**src/rtl/decode_buffer.sv**
```systemverilog
// decode_buffer
//    Multi-lane decode stage between fetch and rename/dispatch. Each fetch
//    packet carries up to NR_LANES 32-bit words. Every lane has its own
//    static_decoder. The decoded C::si_t records are queued in a circular
//    buffer of DEPTH entries. Up to NR_LANES of the oldest entries are
//    presented to the consumer every cycle.
//
//    Ports
//       clk_i          clock, rising edge
//       rst_ni         synchronous active-low reset
//       flush_i        drop all buffered entries and leave POISON
//       fetch_valid_i  a fetch packet is present
//       fetch_ready_o  the packet is taken when valid && ready
//       fetch_pc_i     PC of lane 0; lane k sits at fetch_pc_i + 4k
//       fetch_data_i   lane k is at bits [32k+31:32k]
//       fetch_mask_i   lane-valid bits, contiguous from bit 0
//       si_o           buffered records; si_o[0] is the oldest
//       si_valid_o     thermometer: bit k is set iff count > k
//       deq_cnt_i      number of entries the consumer takes this cycle
//       count_o        number of buffered entries
//       poisoned_o     an illegal word was enqueued; intake is stopped
//
//    state  | meaning
//    RUN    | normal intake; packets accepted while a whole packet fits
//    POISON | illegal word enqueued; no intake until flush or reset

package C;
   localparam int XLEN = 32;

   typedef struct packed {
      logic            valid;   // 0 = illegal encoding; consumer raises exception
      logic [XLEN-1:0] pc;
      logic [6:0]      opcode;
      logic [2:0]      funct3;
      logic            alt;     // instr[30]: SUB/SRA/SRAI selector
      logic            rd_we;
      logic [4:0]      rd;
      logic [4:0]      rs1;
      logic [4:0]      rs2;
      logic [31:0]     imm;
   } si_t;
endpackage

// static_decoder
//    Purely combinational RV32I decoder for a single word.
//    Ports: instr_i (word), pc_i (its PC), si_o (decoded record).
//    Register fields are reported only when the format uses them. Unused
//    fields read as zero.
module static_decoder (
   input  logic [31:0]        instr_i,
   input  logic [C::XLEN-1:0] pc_i,
   output C::si_t             si_o
);

   logic [31:0] imm_i_type;
   logic [31:0] imm_s_type;
   logic [31:0] imm_b_type;
   logic [31:0] imm_u_type;
   logic [31:0] imm_j_type;
   logic [6:0]  funct7;
   logic [2:0]  funct3;

   assign funct7     = instr_i[31:25];
   assign funct3     = instr_i[14:12];
   assign imm_i_type = {{20{instr_i[31]}}, instr_i[31:20]};
   assign imm_s_type = {{20{instr_i[31]}}, instr_i[31:25], instr_i[11:7]};
   assign imm_b_type = {{19{instr_i[31]}}, instr_i[31], instr_i[7],
                        instr_i[30:25], instr_i[11:8], 1'b0};
   assign imm_u_type = {instr_i[31:12], 12'b0};
   assign imm_j_type = {{11{instr_i[31]}}, instr_i[31], instr_i[19:12],
                        instr_i[20], instr_i[30:21], 1'b0};

   always_comb begin
      si_o        = '0;
      si_o.pc     = pc_i;
      si_o.opcode = instr_i[6:0];
      si_o.funct3 = funct3;
      si_o.alt    = instr_i[30];

      case (instr_i[6:0])
         7'h37, 7'h17: begin            // LUI, AUIPC
            si_o.valid = 1'b1;
            si_o.rd_we = 1'b1;
            si_o.imm   = imm_u_type;
         end
         7'h6F: begin                   // JAL
            si_o.valid = 1'b1;
            si_o.rd_we = 1'b1;
            si_o.imm   = imm_j_type;
         end
         7'h67: begin                   // JALR
            si_o.valid = (funct3 == 3'd0);
            si_o.rd_we = 1'b1;
            si_o.rs1   = instr_i[19:15];
            si_o.imm   = imm_i_type;
         end
         7'h63: begin                   // branches; funct3 2 and 3 are unused
            si_o.valid = (funct3 != 3'd2) && (funct3 != 3'd3);
            si_o.rs1   = instr_i[19:15];
            si_o.rs2   = instr_i[24:20];
            si_o.imm   = imm_b_type;
         end
         7'h03: begin                   // loads: LB LH LW LBU LHU
            si_o.valid = (funct3 != 3'd3) && (funct3 != 3'd6) && (funct3 != 3'd7);
            si_o.rd_we = 1'b1;
            si_o.rs1   = instr_i[19:15];
            si_o.imm   = imm_i_type;
         end
         7'h23: begin                   // stores: SB SH SW
            si_o.valid = (funct3 <= 3'd2);
            si_o.rs1   = instr_i[19:15];
            si_o.rs2   = instr_i[24:20];
            si_o.imm   = imm_s_type;
         end
         7'h13: begin                   // OP-IMM; shifts carry shamt in imm
            si_o.rd_we = 1'b1;
            si_o.rs1   = instr_i[19:15];
            if (funct3 == 3'd1) begin
               si_o.valid = (funct7 == 7'h00);
               si_o.imm   = {27'b0, instr_i[24:20]};
            end else if (funct3 == 3'd5) begin
               si_o.valid = (funct7 == 7'h00) || (funct7 == 7'h20);
               si_o.imm   = {27'b0, instr_i[24:20]};
            end else begin
               si_o.valid = 1'b1;
               si_o.imm   = imm_i_type;
            end
         end
         7'h33: begin                   // OP; funct7 0x20 only for SUB/SRA
            si_o.valid = (funct7 == 7'h00) ||
                         ((funct7 == 7'h20) && ((funct3 == 3'd0) || (funct3 == 3'd5)));
            si_o.rd_we = 1'b1;
            si_o.rs1   = instr_i[19:15];
            si_o.rs2   = instr_i[24:20];
         end
         7'h0F: begin                   // FENCE
            si_o.valid = (funct3 == 3'd0);
         end
         7'h73: begin                   // ECALL/EBREAK, Zicsr
            if (funct3 == 3'd0) begin
               si_o.valid = (instr_i == 32'h0000_0073) || (instr_i == 32'h0010_0073);
            end else begin
               si_o.valid = (funct3 != 3'd4);
               si_o.rd_we = 1'b1;
               si_o.rs1   = instr_i[19:15];
               si_o.imm   = {20'b0, instr_i[31:20]};
            end
         end
         default: si_o.valid = 1'b0;
      endcase

      if (si_o.rd_we) begin
         si_o.rd = instr_i[11:7];
      end
   end

endmodule

module decode_buffer #(
   parameter int NR_LANES = 2,
   parameter int DEPTH    = 8
) (
   input  logic                            clk_i,
   input  logic                            rst_ni,
   input  logic                            flush_i,
   input  logic                            fetch_valid_i,
   output logic                            fetch_ready_o,
   input  logic [C::XLEN-1:0]              fetch_pc_i,
   input  logic [32*NR_LANES-1:0]          fetch_data_i,
   input  logic [NR_LANES-1:0]             fetch_mask_i,
   output C::si_t [NR_LANES-1:0]           si_o,
   output logic [NR_LANES-1:0]             si_valid_o,
   input  logic [$clog2(NR_LANES+1)-1:0]   deq_cnt_i,
   output logic [$clog2(DEPTH+1)-1:0]      count_o,
   output logic                            poisoned_o
);

   localparam int PTR_W  = $clog2(DEPTH);
   localparam int CNT_W  = $clog2(DEPTH+1);
   localparam int LANE_W = $clog2(NR_LANES+1);

   typedef enum logic {RUN, POISON} state_e;

   C::si_t            lane_si [NR_LANES];
   C::si_t            mem_q   [DEPTH];
   logic [PTR_W-1:0]  head_q, head_d;
   logic [PTR_W-1:0]  tail_q, tail_d;
   logic [CNT_W-1:0]  count_q, count_d;
   state_e            state_q;

   logic [LANE_W-1:0] lane_cnt;
   logic [LANE_W-1:0] enq_cnt;
   logic              enq_ill;
   logic              fetch_accept;
   logic              do_enq;
   logic [CNT_W-1:0]  enq_eff;
   logic [CNT_W-1:0]  deq_ext;
   logic [CNT_W-1:0]  deq_eff;

   for (genvar g = 0; g < NR_LANES; g++) begin : g_lane
      static_decoder u_dec (
         .instr_i (fetch_data_i[32*g +: 32]),
         .pc_i    (fetch_pc_i + C::XLEN'(4*g)),
         .si_o    (lane_si[g])
      );
   end

   // Lanes 0..m-1 are candidates. Intake stops right after the first illegal
   // lane, so that lane still reaches the consumer and can trap.
   always_comb begin
      lane_cnt = '0;
      for (int k = 0; k < NR_LANES; k++) begin
         lane_cnt = lane_cnt + LANE_W'(fetch_mask_i[k]);
      end
      enq_cnt = '0;
      enq_ill = 1'b0;
      for (int k = 0; k < NR_LANES; k++) begin
         if ((LANE_W'(k) < lane_cnt) && !enq_ill) begin
            enq_cnt = enq_cnt + LANE_W'(1);
            if (!lane_si[k].valid) begin
               enq_ill = 1'b1;
            end
         end
      end
   end

   // Space check uses only the registered count. A dequeue in the same
   // cycle does not help intake, which keeps ready off the deq_cnt_i path.
   assign fetch_ready_o = rst_ni && (state_q == RUN) &&
                          (count_q <= CNT_W'(DEPTH - NR_LANES));
   assign fetch_accept  = fetch_valid_i && fetch_ready_o;
   assign do_enq        = fetch_accept && !flush_i;

   always_comb begin
      enq_eff = do_enq ? CNT_W'(enq_cnt) : '0;
      deq_ext = CNT_W'(deq_cnt_i);
      deq_eff = (deq_ext > count_q) ? count_q : deq_ext;
      if (flush_i) begin
         head_d  = '0;
         tail_d  = '0;
         count_d = '0;
      end else begin
         head_d  = head_q + PTR_W'(deq_eff);
         tail_d  = tail_q + PTR_W'(enq_eff);
         count_d = count_q + enq_eff - deq_eff;
      end
   end

   always_ff @(posedge clk_i) begin
      if (!rst_ni) begin
         head_q  <= '0;
         tail_q  <= '0;
         count_q <= '0;
         state_q <= RUN;
      end else begin
         head_q  <= head_d;
         tail_q  <= tail_d;
         count_q <= count_d;
         case (state_q)
            RUN:    if (do_enq && enq_ill) state_q <= POISON;
            POISON: if (flush_i)           state_q <= RUN;
         endcase
      end
   end

   // Storage needs no reset: only entries below count_q are ever flagged valid.
   always_ff @(posedge clk_i) begin
      if (rst_ni && do_enq) begin
         for (int k = 0; k < NR_LANES; k++) begin
            if (LANE_W'(k) < enq_cnt) begin
               mem_q[tail_q + PTR_W'(k)] <= lane_si[k];
            end
         end
      end
   end

   always_comb begin
      for (int k = 0; k < NR_LANES; k++) begin
         si_o[k]       = mem_q[head_q + PTR_W'(k)];
         si_valid_o[k] = (count_q > CNT_W'(k));
      end
   end

   assign count_o    = count_q;
   assign poisoned_o = (state_q == POISON);

`ifndef SYNTHESIS
   always @(posedge clk_i) begin
      if (rst_ni && !flush_i) begin
         assert ((deq_ext <= count_q) && (deq_cnt_i <= LANE_W'(NR_LANES)))
            else $error("decode_buffer: deq_cnt_i=%0d exceeds presented entries (count=%0d)",
                        deq_cnt_i, count_q);
      end
   end
`endif

endmodule

```
**config.mk**
```make
export PLATFORM = sky130hd
export DESIGN_NAME = decode_buffer
export DESIGN_NICKNAME = d
export VERILOG_FILES = /design/src/rtl/decode_buffer.sv
export SDC_FILE = /design/constraint.sdc
export NUM_CORES = 2
export LEC_CHECK = 0
export ABC_AREA = 1
export BUFFER_PORTS_ARGS = -buffer_cell sky130_fd_sc_hd__buf_2
export CAP_MARGIN = 20
export CORE_ASPECT_RATIO = 1.4
export CORE_MARGIN = 2
export CORE_UTILIZATION = 45
export CTS_CLUSTER_SIZE = 28
export DETAILED_ROUTE_END_ITERATION = 16
export PLACE_DENSITY = 0.74
export SETUP_SLACK_MARGIN = 0.3
export SYNTH_ARGS = -nofsm -noshare
export SYNTH_HDL_FRONTEND = slang
export SYNTH_HIERARCHICAL = 1
export SYNTH_SLANG_ARGS = --single-unit
```
**constraint.sdc**
```tcl
create_clock -name clk_i -period 8.4 [get_ports clk_i]
set_input_delay 1.68 -clock clk_i [delete_from_list [all_inputs] [get_ports clk_i]]
set_output_delay 1.68 -clock clk_i [all_outputs]
set_load 0.02 [all_outputs]
```
# After elaboration in Yosys (flattened, before gate mapping)
# Memory sizes are Yosys's and may differ from the RTL's. A register that Yosys moved wholly into a read port is not among the register bits.
# Index checks and enable logic that the tools add are counted.
dict set report op_classes {
  eq_ne 42
  n_mul 0
  n_addsub 9
  div_mod_pow 0
  magnitude_cmp 10
  shift 0
  mux 46
  bitwise 2
  n_reduce_logical 44
}
# op count
set op_table {}
lappend op_table {{$pmux W32 S7} 2}
lappend op_table {{$mux W32} 4}
lappend op_table {{$eq A32 B21 Y1 const B} 2}
lappend op_table {{$eq A32 B7 Y1 const B} 2}
lappend op_table {{$eq A7 B6 Y1 const B} 8}
lappend op_table {{$eq A7 B7 Y1 const B} 8}
lappend op_table {{$add A32 B3 Y32 const B} 1}
lappend op_table {{$mux W5} 6}
lappend op_table {{$eq A7 B5 Y1 const B} 4}
lappend op_table {{$mux W12} 2}
lappend op_table {{$mux W1} 21}
lappend op_table {{$pmux W5 S2} 2}
lappend op_table {{$ne A3 B3 Y1 const B} 6}
lappend op_table {{$pmux W1 S8} 2}
lappend op_table {{$logic_and A1 B1 Y1} 15}
lappend op_table {{$eq A7 B2 Y1 const B} 2}
lappend op_table {{$eq A7 B4 Y1 const B} 2}
lappend op_table {{$logic_not A7 Y1} 2}
lappend op_table {{$reduce_or A2 Y1} 7}
lappend op_table {{$reduce_or A7 Y1} 2}
lappend op_table {{$ne A3 B2 Y1 const B} 4}
lappend op_table {{$reduce_or A3 Y1} 4}
lappend op_table {{$reduce_or A6 Y1} 2}
lappend op_table {{$gt A4 B1 Y1 const B} 2}
lappend op_table {{other kinds (21)} 41}
dict set report totals {
  latchBits 0
  mem_count 1
  romBits 0
  out_inout_bits 192
  inputBits 104
  mem_bits_rw 736
  reg_bits 11
  word_cells 158
}
# memory depth width rd rd_ports_with_merged_regs write_ports line
set memory_table {}
lappend memory_table {mem_q 8 92 2 1 2 185} ;# C::si_t mem_q [DEPTH];

# Depth between registers and ports, before layout
dict set report depth {
  ltp_word 14
  mapped_depth 27
  ltp_nobuf 23
}

# Modules after synthesis
# The synthesis kept the hierarchy.
# module instances cells_per_inst seq_area_each_um2 area_each_um2
set by_module_without_submodules {}
lappend by_module_without_submodules {decode_buffer 1 6467 22321.4 48205.0}
lappend by_module_without_submodules {static_decoder 2 310 0.0 1536.5}

# Least setup slack after synthesis
# OpenSTA, ideal clock, no wires.
dict set report synth_timing {
  kind {input to register}
  start {input port fetch_data_i[2]}
  end {memory mem_q[5][0] (netlist bit) (enable)}
  n_path_buf 5
  slack_ps 1276
  arrival_ps 6570
  cell_stages 17
  path_cell_list {nor2_1 nand2_2 inv_1 buf_4 nand2_1 nand2_1 nand3_1 nand3_1 clkbuf_1 inv_1 nor2_1 ha_1 buf_2 nand4_1 buf_2 buf_2 o21ai_1}
}
# element line
set synth_rtl {}
lappend synth_rtl {{from (decl)} 169} ;# input logic [32*NR_LANES-1:0] fetch_data_i,
lappend synth_rtl {{to (decl)} 185}

==> flow_summary.ini <==
[yosys]
netlist_area_mm2 = 0.0513
synth_largest_area_cell = edfxtp_1
async_reset_ff_share_pct = 0
ys_seq_elements = 747
synth_area_leaders = edfxtp_1 43%, nand2_1 14%, nand3_1 8.8%
synth_edf_count = 736
netlist_instances = 7087
yosys_warnings = 6
postSynthNetCount = 7211
yosysTopAreaCellShare_pct = 43.1
synth_cell_types = 38
synth_seq_area_share_pct = 43.5
synth_area_per_cell_um2 = 7.24
synthFlopType = edfxtp_1

[clock_network]
holdBufCountCts = 0
clk_latency_ps = 680
cts_setup_buffers = 0
cts.repair.resized = 0
cts_made_buffers = 78
cts_root_buf = clkbuf_16
h-tree-depth = 3
clkTransAtPathRegs_ps = 60
cts_sinks = 747
clock_path_buffers = 3
cts_tree = done

[sta]
fin_setup_tns_ps = 0
relSlewSlack_pct = 14.1
whs_ps = 552
period_share_pct = 75.5
maxSlewViolCount = 0
rsz0062_at_grt = no
final.setup.worst_slack_ps = 2060
fmax_ghz = 0.158
finClkSkew_ps = 18.6
setup_viol = 0
tightest_slew_ps = 1290
hold_violations = 0
period_needed_ps = 6340

[detailed_routing]
detail_route.vias_per_cell = 6.18
drtIter0Drc = 7171
route.detailed.drc = 0
wire_per_inst_um = 23.9
dr.pass1.iters = 8
wirelength_um = 198000
vias = 51100
ant_nets = 0

[critical_path]
critPathCaptureType = register
crit_chain = buf_2, nand2_1, inv_1, nand2_2, inv_1, nand2_1, nand2_1, nand3_1, nand3_1, inv_1, nor2_1, ha_1, nand4_4, o21ai_4, buf_12
crit_type = input port to register
cp_max_fo = 73
required_ps = 8690
ff2ff_path_depth = 11
critPathTopFamily = simple AND/OR/NAND/NOR gates
start_kind = input port
r2r_end = mem_q[2][52]
reg2reg_setup_slack_ps = 3930
max_stage_delay_ps = 800
arrival_ps = 6630
cp_num_buf_inv = 5
cpMaxStageDelayCell = nand4_4
r2r_start = tail_q[0]

[placed_design]
post-place-ws_ps = 1530
port_buffers = 295
hpwl_um = 117000
gp_congestion = 0.948

[layout]
drive_gt1_share_pct = 7.87
layout.nets = 6840
n_fill_cell = 10700
area_growth_pct = 5.08

[power]
power_density_mw_per_mm2 = 240
p_leak_nw = 22.6
total_power_mw = 13.0
ir_drop_mv = 0.211

[global_routing]
grt.overflow.total = 0
antenna_found_initial = 22
gr-usage-all-layers_pct = 32.9
grt_pass1_wl_um = 290000
grt_max_degree = 305
grt_pass1_vias = 48000

[worst_hold_path]
min-delay-path-class = register to register
worstHoldStart = poisoned_o
holdPathStages = 2
holdPathEnd = poisoned_o

[die]
rows = 146
core_mm2 = 0.113
start_util_pct = 45.3
ioPinCount = 296
die_y_um = 403
die_w_um = 289
die_area_mm2 = 0.117

[run_status]
run_status = complete, no violations

[flow_run]
drv_cap = 0
[worst register-to-register path, stage by stage (launching register included)]
cell     delay (ps)
dfxtp_1         600
buf_4           300
ha_1            210
inv_1            70
nand2_1          80
nand3_1         190
nor2_4          120
buf_4           660
nand4_4         720
o21ai_4         370
buf_12          260
buf_12          430
[report_power, final]
group / leakage, nW / total, mW / switching, mW / internal (mW)
Clock: 1.20 / 3.47 / 1.53 / 1.95
Combinational: 14.6 / 5.35 / 3.87 / 1.48
Sequential: 6.82 / 4.14 / 0.0365 / 4.10
[cell type report]
class	count	area [µm²]	share of cell area, %
Clock inverter	42	358	0.664
Multi-Input combinational cell	5200	23700	44.0
Sequential cell	747	22300	41.4
Antenna cell	13	32.5	0.0604
Tap cell	1480	1850	3.44
Inverter	320	1220	2.26
Clock buffer	98	2090	3.88
Timing Repair Buffer	369	2270	4.22
[stage by stage]
step | utilization (%) | instances | instance area, µm²
6_report | 47.7 | 8269 | 53900
3_3_place_gp | 45.4 | 8112 | 51300
2_1_floorplan | - | 7087 | 51300
5_1_grt | 47.6 | 8261 | 53900
4_1_cts | 47.6 | 8253 | 53800
3_5_place_dp | 45.4 | 8113 | 51300
[layer usage]
metal	global-route usage [%]	part of all wire, %	vias up
met3	6.85	12	913
li1	-	-	22900
met4	26.5	8.7	18
met2	52.2	46	3646
met1	38.4	33	23600
met5	0	0.062	-
[worst max-delay path by stage]
stage	start	to	slack, ps	cells after the start
after CTS	fetch_data_i[0]	mem_q[1][52]	2240	15
after global placement	fetch_data_i[0]	mem_q[1][61]	1580	15
after global routing	fetch_data_i[0]	mem_q[1][62]	1850	15
after detailed placement	fetch_data_i[0]	mem_q[1][61]	1530	15
after floorplan	fetch_data_i[2]	mem_q[5][0]	1280	17
final	fetch_data_i[0]	mem_q[1][55]	2060	15
[cell families (layout without fill, tap and decap cells)]
logic type	Yosys count	after routing	share of synthesized area (%)
flip-flops	747	747	43.5
other	0	13	0
XOR/XNOR	23	23	0.393
AND/OR/NAND/NOR	3558	3558	28.8
AO/OA/AOI/OAI	1599	1599	16.1
buffers and inverters	1140	829	10.6
adder cells (fa/ha/maj)	20	20	0.532
[cells in the final DEF (no fill, tap or decap), drive strengths merged, types with 3 or more instances in the layout]
master,n
a21oi,449
nand3b,31
xnor2,5
inv,322
o21ai,1039
fa,3
or2,3
nand3,904
nand4,15
bufinv,6
edfxtp,736
xor2,18
o22ai,10
o21a,92
nand2,1958
clkinv,32
ha,17
diode,13
nor3,18
buf,369
nor2,628
clkbuf,98
dfxtp,11
[state kept, by name, summed over array words and instances (netlist names)]
register	count
count_o	4
head_q	3
mem_q	736
tail_q	3
poisoned_o	1
[cell usage after synthesis (14+ instances only)]
cell type / instances
buf_6: 32
inv_1: 313
nand2_1: 1950
a21oi_1: 447
nor3_1: 14
clkbuf_1: 209
nor2_1: 620
nand3b_1: 31
nand3_1: 904
ha_1: 17
o21ai_1: 275
edfxtp_1: 736
buf_1: 19
buf_4: 91
xor2_1: 18
o21ai_0: 764
clkbuf_2: 101
buf_2: 368
o21a_1: 92
Note: power is estimated with default switching activity, not from simulation.
